`src/rtl/bp_me_cache_dma_to_bedrock_pkg.sv`:
```
// Shared types for the cache-DMA to BedRock bridge: message enums, header and DMA packet layouts.
// Header field order puts msg_type in the low bits so a packed header is easy to inspect.
package bp_me_cache_dma_to_bedrock_pkg;

  localparam int paddr_width_gp     = 40;
  localparam int cce_block_width_gp = 512;
  localparam int payload_width_gp   = 16;

  typedef enum logic [3:0] {
    e_bedrock_mem_rd    = 4'b0000,
    e_bedrock_mem_wr    = 4'b0001,
    e_bedrock_mem_uc_rd = 4'b0010,
    e_bedrock_mem_uc_wr = 4'b0011
  } bp_bedrock_mem_type_e;

  typedef enum logic [2:0] {
    e_bedrock_msg_size_1   = 3'd0,
    e_bedrock_msg_size_2   = 3'd1,
    e_bedrock_msg_size_4   = 3'd2,
    e_bedrock_msg_size_8   = 3'd3,
    e_bedrock_msg_size_16  = 3'd4,
    e_bedrock_msg_size_32  = 3'd5,
    e_bedrock_msg_size_64  = 3'd6,
    e_bedrock_msg_size_128 = 3'd7
  } bp_bedrock_msg_size_e;

  typedef struct packed {
    logic [payload_width_gp-1:0] payload;
    bp_bedrock_msg_size_e        size;
    logic [paddr_width_gp-1:0]   addr;
    bp_bedrock_mem_type_e        msg_type;
  } bp_bedrock_mem_header_s;

  typedef struct packed {
    logic                      write_not_read;
    logic [paddr_width_gp-1:0] addr;
  } bsg_cache_dma_pkt_s;

  localparam int dma_pkt_width_gp    = $bits(bsg_cache_dma_pkt_s);
  localparam int mem_header_width_gp = $bits(bp_bedrock_mem_header_s);

  typedef enum logic {e_idle = 1'b0, e_wdata = 1'b1} cmd_state_e;
  typedef enum logic {e_hdr  = 1'b0, e_rdata = 1'b1} resp_state_e;

  // BedRock size encoding is log2 of the byte count
  function automatic bp_bedrock_msg_size_e bytes_to_size(input int bytes);
    return bp_bedrock_msg_size_e'(3'($clog2(bytes)));
  endfunction

endpackage

```
`src/rtl/bp_me_cache_dma_to_bedrock_tracker.sv`:
```
// In-order tracker of outstanding memory commands: a small 1r1w FIFO of {channel id, is_write}.
// Push is refused while full as seen at the start of the cycle; a same-cycle pop does not bypass.
module bp_me_cache_dma_to_bedrock_tracker
  import bp_me_cache_dma_to_bedrock_pkg::*;
#(
  parameter int width_p = 2,
  parameter int els_p   = 4
)
(
  input  logic               clk_i,
  input  logic               reset_i,
  input  logic [width_p-1:0] data_i,
  input  logic               v_i,
  output logic               full_o,
  output logic [width_p-1:0] data_o,
  output logic               empty_o,
  input  logic               yumi_i
);

  localparam int ptr_width_lp = (els_p > 1) ? $clog2(els_p) : 1;
  localparam int cnt_width_lp = $clog2(els_p + 1);
  localparam logic [ptr_width_lp-1:0] last_ptr_lp = ptr_width_lp'(els_p - 1);

  logic [width_p-1:0]      mem_q [els_p];
  logic [ptr_width_lp-1:0] rptr_q, rptr_d, wptr_q, wptr_d;
  logic [cnt_width_lp-1:0] cnt_q, cnt_d;
  logic                    push_s, pop_s;

  assign full_o  = (cnt_q == cnt_width_lp'(els_p));
  assign empty_o = (cnt_q == '0);
  assign data_o  = mem_q[rptr_q];
  assign push_s  = v_i & ~full_o;
  assign pop_s   = yumi_i & ~empty_o;

  // pointer and occupancy next state
  always_comb begin
    rptr_d = rptr_q;
    wptr_d = wptr_q;
    cnt_d  = cnt_q;
    if (push_s) begin
      wptr_d = (wptr_q == last_ptr_lp) ? '0 : wptr_q + ptr_width_lp'(1);
    end else begin
      wptr_d = wptr_q;
    end
    if (pop_s) begin
      rptr_d = (rptr_q == last_ptr_lp) ? '0 : rptr_q + ptr_width_lp'(1);
    end else begin
      rptr_d = rptr_q;
    end
    case ({push_s, pop_s})
      2'b10:   cnt_d = cnt_q + cnt_width_lp'(1);
      2'b01:   cnt_d = cnt_q - cnt_width_lp'(1);
      default: cnt_d = cnt_q;
    endcase
  end

  // pointer and occupancy registers
  always_ff @(posedge clk_i) begin
    if (reset_i) begin
      rptr_q <= '0;
      wptr_q <= '0;
      cnt_q  <= '0;
    end else begin
      rptr_q <= rptr_d;
      wptr_q <= wptr_d;
      cnt_q  <= cnt_d;
    end
  end

  // entry storage; contents are dead whenever the pointers say so
  always_ff @(posedge clk_i) begin
    if (push_s) begin
      mem_q[wptr_q] <= data_i;
    end
  end

endmodule

```
`src/rtl/bp_me_cache_dma_to_bedrock.sv`:
```
// Bridges num_dma_p bsg_cache DMA ports onto one BedRock mem cmd/resp stream pair with
// round-robin command arbitration and strictly in-order response routing.
module bp_me_cache_dma_to_bedrock
  import bp_me_cache_dma_to_bedrock_pkg::*;
#(
  parameter int num_dma_p         = 2,
  parameter int data_width_p      = 64,
  parameter int block_width_p     = cce_block_width_gp,
  parameter int max_outstanding_p = 4,
  localparam int dma_pkt_width_lp    = dma_pkt_width_gp,
  localparam int mem_header_width_lp = mem_header_width_gp
)
(
  input  logic                                  clk_i,
  input  logic                                  reset_i,

  input  logic [num_dma_p*dma_pkt_width_lp-1:0] dma_pkt_i,
  input  logic [num_dma_p-1:0]                  dma_pkt_v_i,
  output logic [num_dma_p-1:0]                  dma_pkt_yumi_o,

  output logic [data_width_p-1:0]               dma_data_o,
  output logic [num_dma_p-1:0]                  dma_data_v_o,
  input  logic [num_dma_p-1:0]                  dma_data_ready_i,

  input  logic [num_dma_p*data_width_p-1:0]     dma_data_i,
  input  logic [num_dma_p-1:0]                  dma_data_v_i,
  output logic [num_dma_p-1:0]                  dma_data_yumi_o,

  output logic [mem_header_width_lp-1:0]        mem_cmd_header_o,
  output logic                                  mem_cmd_header_v_o,
  input  logic                                  mem_cmd_header_yumi_i,
  output logic [data_width_p-1:0]               mem_cmd_data_o,
  output logic                                  mem_cmd_data_v_o,
  input  logic                                  mem_cmd_data_yumi_i,

  input  logic [mem_header_width_lp-1:0]        mem_resp_header_i,
  input  logic                                  mem_resp_header_v_i,
  output logic                                  mem_resp_header_ready_o,
  input  logic [data_width_p-1:0]               mem_resp_data_i,
  input  logic                                  mem_resp_data_v_i,
  output logic                                  mem_resp_data_ready_o,

  output logic                                  error_o
);

  localparam int beats_lp       = block_width_p / data_width_p;
  localparam int cnt_width_lp   = (beats_lp > 1) ? $clog2(beats_lp) : 1;
  localparam int id_width_lp    = (num_dma_p > 1) ? $clog2(num_dma_p) : 1;
  localparam int entry_width_lp = id_width_lp + 1;
  localparam logic [cnt_width_lp-1:0]  last_beat_lp = cnt_width_lp'(beats_lp - 1);
  localparam logic [id_width_lp-1:0]   last_id_lp   = id_width_lp'(num_dma_p - 1);
  localparam bp_bedrock_msg_size_e     size_lp      = bytes_to_size(block_width_p / 8);

  cmd_state_e                cmd_state_q, cmd_state_d;
  resp_state_e               resp_state_q, resp_state_d;
  logic [id_width_lp-1:0]    rr_q, rr_d, wid_q, wid_d, grant_id_s, head_id_s;
  logic [cnt_width_lp-1:0]   wcnt_q, wcnt_d, rcnt_q, rcnt_d;
  logic                      error_q, error_d;
  logic                      grant_found_s, push_s, pop_s, tr_full_s, tr_empty_s, head_is_wr_s;
  logic [entry_width_lp-1:0] tr_head_s;
  bsg_cache_dma_pkt_s        grant_pkt_s;
  bp_bedrock_mem_header_s    cmd_hdr_s, resp_hdr_s;
  logic                      unused_s;

  bp_me_cache_dma_to_bedrock_tracker #(
    .width_p (entry_width_lp),
    .els_p   (max_outstanding_p)
  ) tracker (
    .clk_i   (clk_i),
    .reset_i (reset_i),
    .data_i  ({grant_id_s, grant_pkt_s.write_not_read}),
    .v_i     (push_s),
    .full_o  (tr_full_s),
    .data_o  (tr_head_s),
    .empty_o (tr_empty_s),
    .yumi_i  (pop_s)
  );

  assign head_id_s        = tr_head_s[entry_width_lp-1:1];
  assign head_is_wr_s     = tr_head_s[0];
  assign resp_hdr_s       = bp_bedrock_mem_header_s'(mem_resp_header_i);
  assign unused_s         = ^{resp_hdr_s.payload, resp_hdr_s.size, resp_hdr_s.addr};
  assign grant_pkt_s      = bsg_cache_dma_pkt_s'(dma_pkt_i[int'(grant_id_s)*dma_pkt_width_lp +: dma_pkt_width_lp]);
  assign mem_cmd_header_o = cmd_hdr_s;
  assign error_o          = error_q;

  // round-robin search starting at rr_q; stable while the granted valid is held
  always_comb begin
    grant_found_s = 1'b0;
    grant_id_s    = rr_q;
    for (int i = 0; i < num_dma_p; i++) begin
      if (!grant_found_s && dma_pkt_v_i[(int'(rr_q) + i) % num_dma_p]) begin
        grant_found_s = 1'b1;
        grant_id_s    = id_width_lp'((int'(rr_q) + i) % num_dma_p);
      end else begin
        grant_found_s = grant_found_s;
      end
    end
  end

  // command FSM: header issue from the granted packet, then eviction beats for writes
  always_comb begin
    cmd_state_d        = cmd_state_q;
    wid_d              = wid_q;
    wcnt_d             = wcnt_q;
    rr_d               = rr_q;
    push_s             = 1'b0;
    dma_pkt_yumi_o     = '0;
    dma_data_yumi_o    = '0;
    mem_cmd_header_v_o = 1'b0;
    mem_cmd_data_v_o   = 1'b0;
    mem_cmd_data_o     = dma_data_i[int'(wid_q)*data_width_p +: data_width_p];
    cmd_hdr_s          = '0;
    cmd_hdr_s.msg_type = grant_pkt_s.write_not_read ? e_bedrock_mem_wr : e_bedrock_mem_rd;
    cmd_hdr_s.addr     = grant_pkt_s.addr;
    cmd_hdr_s.size     = size_lp;
    case (cmd_state_q)
      e_idle: begin
        mem_cmd_header_v_o = grant_found_s & ~tr_full_s;
        if (mem_cmd_header_v_o && mem_cmd_header_yumi_i) begin
          dma_pkt_yumi_o[grant_id_s] = 1'b1;
          push_s = 1'b1;
          rr_d   = (grant_id_s == last_id_lp) ? '0 : grant_id_s + id_width_lp'(1);
          if (grant_pkt_s.write_not_read) begin
            cmd_state_d = e_wdata;
            wid_d       = grant_id_s;
            wcnt_d      = '0;
          end else begin
            cmd_state_d = e_idle;
          end
        end else begin
          cmd_state_d = e_idle;
        end
      end
      e_wdata: begin
        mem_cmd_data_v_o         = dma_data_v_i[wid_q];
        dma_data_yumi_o[wid_q]   = mem_cmd_data_yumi_i;
        if (mem_cmd_data_yumi_i) begin
          wcnt_d = (wcnt_q == last_beat_lp) ? '0 : wcnt_q + cnt_width_lp'(1);
          cmd_state_d = (wcnt_q == last_beat_lp) ? e_idle : e_wdata;
        end else begin
          cmd_state_d = e_wdata;
        end
      end
      default: cmd_state_d = e_idle;
    endcase
  end

  // response FSM: match headers to the tracker head, route read beats to the owning channel
  always_comb begin
    resp_state_d            = resp_state_q;
    rcnt_d                  = rcnt_q;
    error_d                 = error_q;
    pop_s                   = 1'b0;
    mem_resp_header_ready_o = 1'b0;
    mem_resp_data_ready_o   = 1'b0;
    dma_data_v_o            = '0;
    dma_data_o              = mem_resp_data_i;
    case (resp_state_q)
      e_hdr: begin
        mem_resp_header_ready_o = ~tr_empty_s;
        if (mem_resp_data_v_i) begin
          error_d = 1'b1;
        end else begin
          error_d = error_q;
        end
        if (mem_resp_header_v_i && mem_resp_header_ready_o) begin
          if ((resp_hdr_s.msg_type == e_bedrock_mem_wr) != head_is_wr_s) begin
            error_d = 1'b1;
          end else begin
            error_d = error_d;
          end
          if (head_is_wr_s) begin
            pop_s = 1'b1;
          end else begin
            resp_state_d = e_rdata;
            rcnt_d       = '0;
          end
        end else if (mem_resp_header_v_i) begin
          error_d = 1'b1;
        end else begin
          resp_state_d = e_hdr;
        end
      end
      e_rdata: begin
        dma_data_v_o[head_id_s] = mem_resp_data_v_i;
        mem_resp_data_ready_o   = dma_data_ready_i[head_id_s];
        if (mem_resp_data_v_i && mem_resp_data_ready_o) begin
          rcnt_d       = (rcnt_q == last_beat_lp) ? '0 : rcnt_q + cnt_width_lp'(1);
          pop_s        = (rcnt_q == last_beat_lp);
          resp_state_d = (rcnt_q == last_beat_lp) ? e_hdr : e_rdata;
        end else begin
          resp_state_d = e_rdata;
        end
      end
      default: resp_state_d = e_hdr;
    endcase
  end

  // state registers for both FSMs, arbiter pointer and sticky error
  always_ff @(posedge clk_i) begin
    if (reset_i) begin
      cmd_state_q  <= e_idle;
      resp_state_q <= e_hdr;
      rr_q         <= '0;
      wid_q        <= '0;
      wcnt_q       <= '0;
      rcnt_q       <= '0;
      error_q      <= 1'b0;
    end else begin
      cmd_state_q  <= cmd_state_d;
      resp_state_q <= resp_state_d;
      rr_q         <= rr_d;
      wid_q        <= wid_d;
      wcnt_q       <= wcnt_d;
      rcnt_q       <= rcnt_d;
      error_q      <= error_d;
    end
  end

endmodule

```
`config.mk`:
```
export PLATFORM = sky130hd
export DESIGN_NAME = bp_me_cache_dma_to_bedrock
export DESIGN_NICKNAME = d
export VERILOG_FILES = /design/src/rtl/bp_me_cache_dma_to_bedrock_pkg.sv /design/src/rtl/bp_me_cache_dma_to_bedrock_tracker.sv /design/src/rtl/bp_me_cache_dma_to_bedrock.sv
export SDC_FILE = /design/constraint.sdc
export NUM_CORES = 1
export LEC_CHECK = 0
export ABC_AREA = 1
export CAP_MARGIN = 10
export CORE_AREA = 10 10 204 206
export CTS_CLUSTER_SIZE = 12
export DETAILED_ROUTE_END_ITERATION = 10
export DIE_AREA = 0 0 214 216
export PLACE_DENSITY = 0.46
export SYNTH_ARGS = -nofsm -noshare
export SYNTH_HDL_FRONTEND = slang
export SYNTH_SLANG_ARGS = --single-unit
```
`constraint.sdc`:
```
create_clock -name clk_i -period 2.3 [get_ports clk_i]
set_input_delay 0.46 -clock clk_i [delete_from_list [all_inputs] [get_ports clk_i]]
set_output_delay 0.46 -clock clk_i [all_outputs]
set_load 0.01 [all_outputs]
```
==> flow_metrics.env <==
export IMPL_clk_lat_worst_skew_ps=270
export IMPL_remaining_drc_errors=0
export IMPL_grt_met3_usage_pct=3.12
export IMPL_share_of_final_layout_standard_cells_stronger_than_drive_strength_1_pct=10.3
export IMPL_number_of_synthesized_flops_with_an_enable_pin=8
export IMPL_area_growth_syn_to_layout_pct=112
export IMPL_worstHoldPathType="reg2reg"
export IMPL_synthArstFlopShare_pct=0
export IMPL_regArea_um2=648
export IMPL_use_met2_pct=15.0
export IMPL_synth_largest_area_cell="nand2_1"
export IMPL_critPathMaxStageDelay_ps=570
export IMPL_max_clock_path_buffers=2
export IMPL_synth_main_ff_cell="dfxtp_1"
export IMPL_critical_path_cell_chain="clkdlybuf4s50_1 > nand2_2 > nor2_1 > clkdlybuf4s50_1"
export IMPL_die_area_um2=46200
export IMPL_floorplan_core_area_um2=37400
export IMPL_buffer_ports_inserted=341
export IMPL_critical_path_class="in2out"
export IMPL_synth_area_um2=3520
export IMPL_grt_use_met1_pct=8.72
export IMPL_leakagePower_nw=3.46
export IMPL_layout_cell_area_non_filler_um2=7470
export IMPL_number_of_global_route_vias_before_repair=4623
export IMPL_fin_nets=1282
export IMPL_critical_path_peak_fanout=3
export IMPL_fillers=4282
export IMPL_run_status="complete, no violations"
export IMPL_critical_path_required_ps=1840
export IMPL_tritoncts="built"
export IMPL_multiInputGateArea_um2=2090
export IMPL_post_synth_cell_area_avg_um2=5.66
export IMPL_grt_overflow=0
export IMPL_seq_area_frac_synth_pct=18.2
export IMPL_grt_busiest_layer="met2"
export IMPL_dr_total_vias=4543
export IMPL_min_period_over_period_pct=97.2
export IMPL_maximum_number_of_pins_on_one_net_before_global_route_repair=49
export IMPL_finalHoldViolations=0
export IMPL_initialDrtViolationCount=148
export IMPL_routed_via_density=3.17
export IMPL_io_pin_count=551
export IMPL_cts_sink_count=28
export IMPL_wirelength_um=21600
export IMPL_post_drt_wl_per_cell_um=15.1
export IMPL_critical_path_endpoint_type="output pin"
export IMPL_clockRootBuffer="clkbuf_16"
export IMPL_critical_path_startpoint_type="primary input"
export IMPL_cts_made_buffers=3
export IMPL_drt_antenna_violating_nets=0
export IMPL_number_of_instances_in_the_synthesized_netlist=623
export IMPL_yosysUniqueCellTypes=32
export IMPL_clk_pin_slew_ps=70
export IMPL_htree_levels=1
export IMPL_grt_first_pass_wirelength_um=29600
export IMPL_groute_usage_overall_pct=8.25
export IMPL_netlist_area_leader_share_pct=37.2
export IMPL_pwr_density_cell_nw_per_um2=462
export IMPL_min_period_ps=2230
export IMPL_synth_warnings=0
export IMPL_worst_supply_voltage_drop_on_vdd_mv=0.275
export IMPL_drv_max_cap_violation_count=0
export IMPL_initial_cell_density_of_the_core_pct=9.42
export IMPL_maxSlewViolCount=0
export IMPL_finalWeightedCongestion=0.826
export IMPL_post_synth_main_area_contributors="nand2_1 (37%), buf_4 (18%), dfxtp_1 (11%)"
export IMPL_skew_ps=6.65
export IMPL_ys_ff_latch=28
export IMPL_worst_path_max_delay_cell="clkdlybuf4s50_1"
export IMPL_max_freq_mhz=448
export IMPL_antenna_found_initial=1
export IMPL_detailed_place_area_um2=7250
export IMPL_dieWidth_um=214
export IMPL_chipHeight_um=216
export IMPL_whs_ps=453
export IMPL_detailedPlacementHpwl_um=18200
export IMPL_unrepaired_setup_endpoints_after_global_routing="no"
export IMPL_drt_first_pass_iters=4
export IMPL_setup_viol=0
export IMPL_critical_path_arrival_ps=1770
export IMPL_placementRows=71
export IMPL_n_antenna_cell=0
export IMPL_timing_critical_path_mode_cell="clkdlybuf4s50_1"
final cells by class:
cell class                 count  area share, %
clock buffer                   4           1.19
multi-input combinational    470           28.0
inverter                      35           1.86
timing repair buffer         384           51.7
sequential                    28           8.68
tap                          511           8.56
cells in the final DEF, fill, tap and decap left out, types with 3 or more instances in the layout:
cell type	Yosys	routed
clkdlybuf4s15_2	0	3
buf_4	86	32
nand2_1	349	348
nand3_2	5	5
conb_1	2	22
edfxtp_1	8	8
clkbuf_16	0	5
inv_1	30	29
clkdlybuf4s15_1	0	12
nand3_1	12	12
ha_1	10	9
dfxtp_1	20	16
a21oi_1	10	9
inv_2	4	4
o21ai_0	6	4
buf_12	0	6
a21oi_2	3	4
nand2_2	10	10
clkdlybuf4s50_1	0	293
dfxtp_2	0	3
nand2_4	2	3
nor2_1	27	26
dlygate4sd2_1	0	30
synthesized netlist by cell type, types with 2 or more instances:
cell type,count
a21oi_1,10
nand2_1,349
edfxtp_1,8
o21ai_0,6
buf_1,2
ha_1,10
buf_2,9
inv_1,30
a211oi_2,2
nor3_2,2
o21ai_2,2
nor2_1,27
nand2_2,10
nand3_1,12
buf_4,86
dfxtp_1,20
a21oi_2,3
clkbuf_1,12
nand2_4,2
inv_2,4
conb_1,2
nand3_2,5
path summary, 6_finish.rpt:
check / startpoint / to / slack, ps / cells after the start
setup / recovery: mem_cmd_data_yumi_i / dma_data_yumi_o[0] / 70 / 4
hold / removal: error_o / error_o / 450 / 2
setup reg to reg: rcnt_q[0] / tracker.cnt_q[2] / 200 / 15
hold reg to reg: error_o / error_o / 450 / 2
layer usage:
metal  up-vias  part of all wire [%]
li1       2374                     -
met1      1959                    38
met2       180                    52
met4         2                   2.5
met3        28                   8.1
met5         -                 0.032
critical path, delay by kind of cell:
family / cells / cell delay, ps
AND/OR/NAND/NOR: 2 / 240
buffers and inverters: 2 / 1070
kinds of logic (layout without fill, tap and decap cells):
logic type      after synthesis  count (layout)  share of synthesized area [%]
flops                        28              28                           18.2
compound gates               25              25                           4.90
fa+ha+maj                    11              11                           4.12
buf+inv                     145             423                           25.2
other cells                   2              22                          0.213
simple gates                412             412                           47.4
flip-flops by register name, summed over array words and instances, names as in the netlist, named ones only:
name and count:
cmd_state_q 1, error_o 1, rcnt_q 3, resp_state_q 1
rr_q 1, tracker.cnt_q 3, tracker.mem_q 8, tracker.rptr_q 2
tracker.wptr_q 2, wcnt_q 3, wid_q 1
report_power, final:
group	leakage, nW	internal (mW)	total (mW)	switching [mW]
clock	0.0442	0.267	0.441	0.174
combinational	3.18	1.21	2.31	1.10
sequential	0.240	0.620	0.706	0.0859
metrics by stage:
step | util (%) | power (mW) | worst slack, ps | TNS [ps] | cells
2_1_floorplan | - | 1.82 | 219 | 0 | 643
3_3_place_gp | 19.4 | 3.00 | -455 | -17110 | 1422
3_5_place_dp | 19.4 | 3.02 | -448 | -17050 | 1422
4_1_cts | 19.8 | 3.47 | 12.0 | 0 | 1430
5_1_grt | 20.0 | 3.72 | 3.27 | 0 | 1432
6_report | 20.0 | 3.45 | 65.4 | 0 | 1432
repair_timing:
item,CTS,global route
cloned,2,2
setup buffers,2,0
hold buffers,0,0
endpoints found under the setup margin,48,6
resized for setup,74,12
Note: power is estimated with default switching activity, not from simulation.
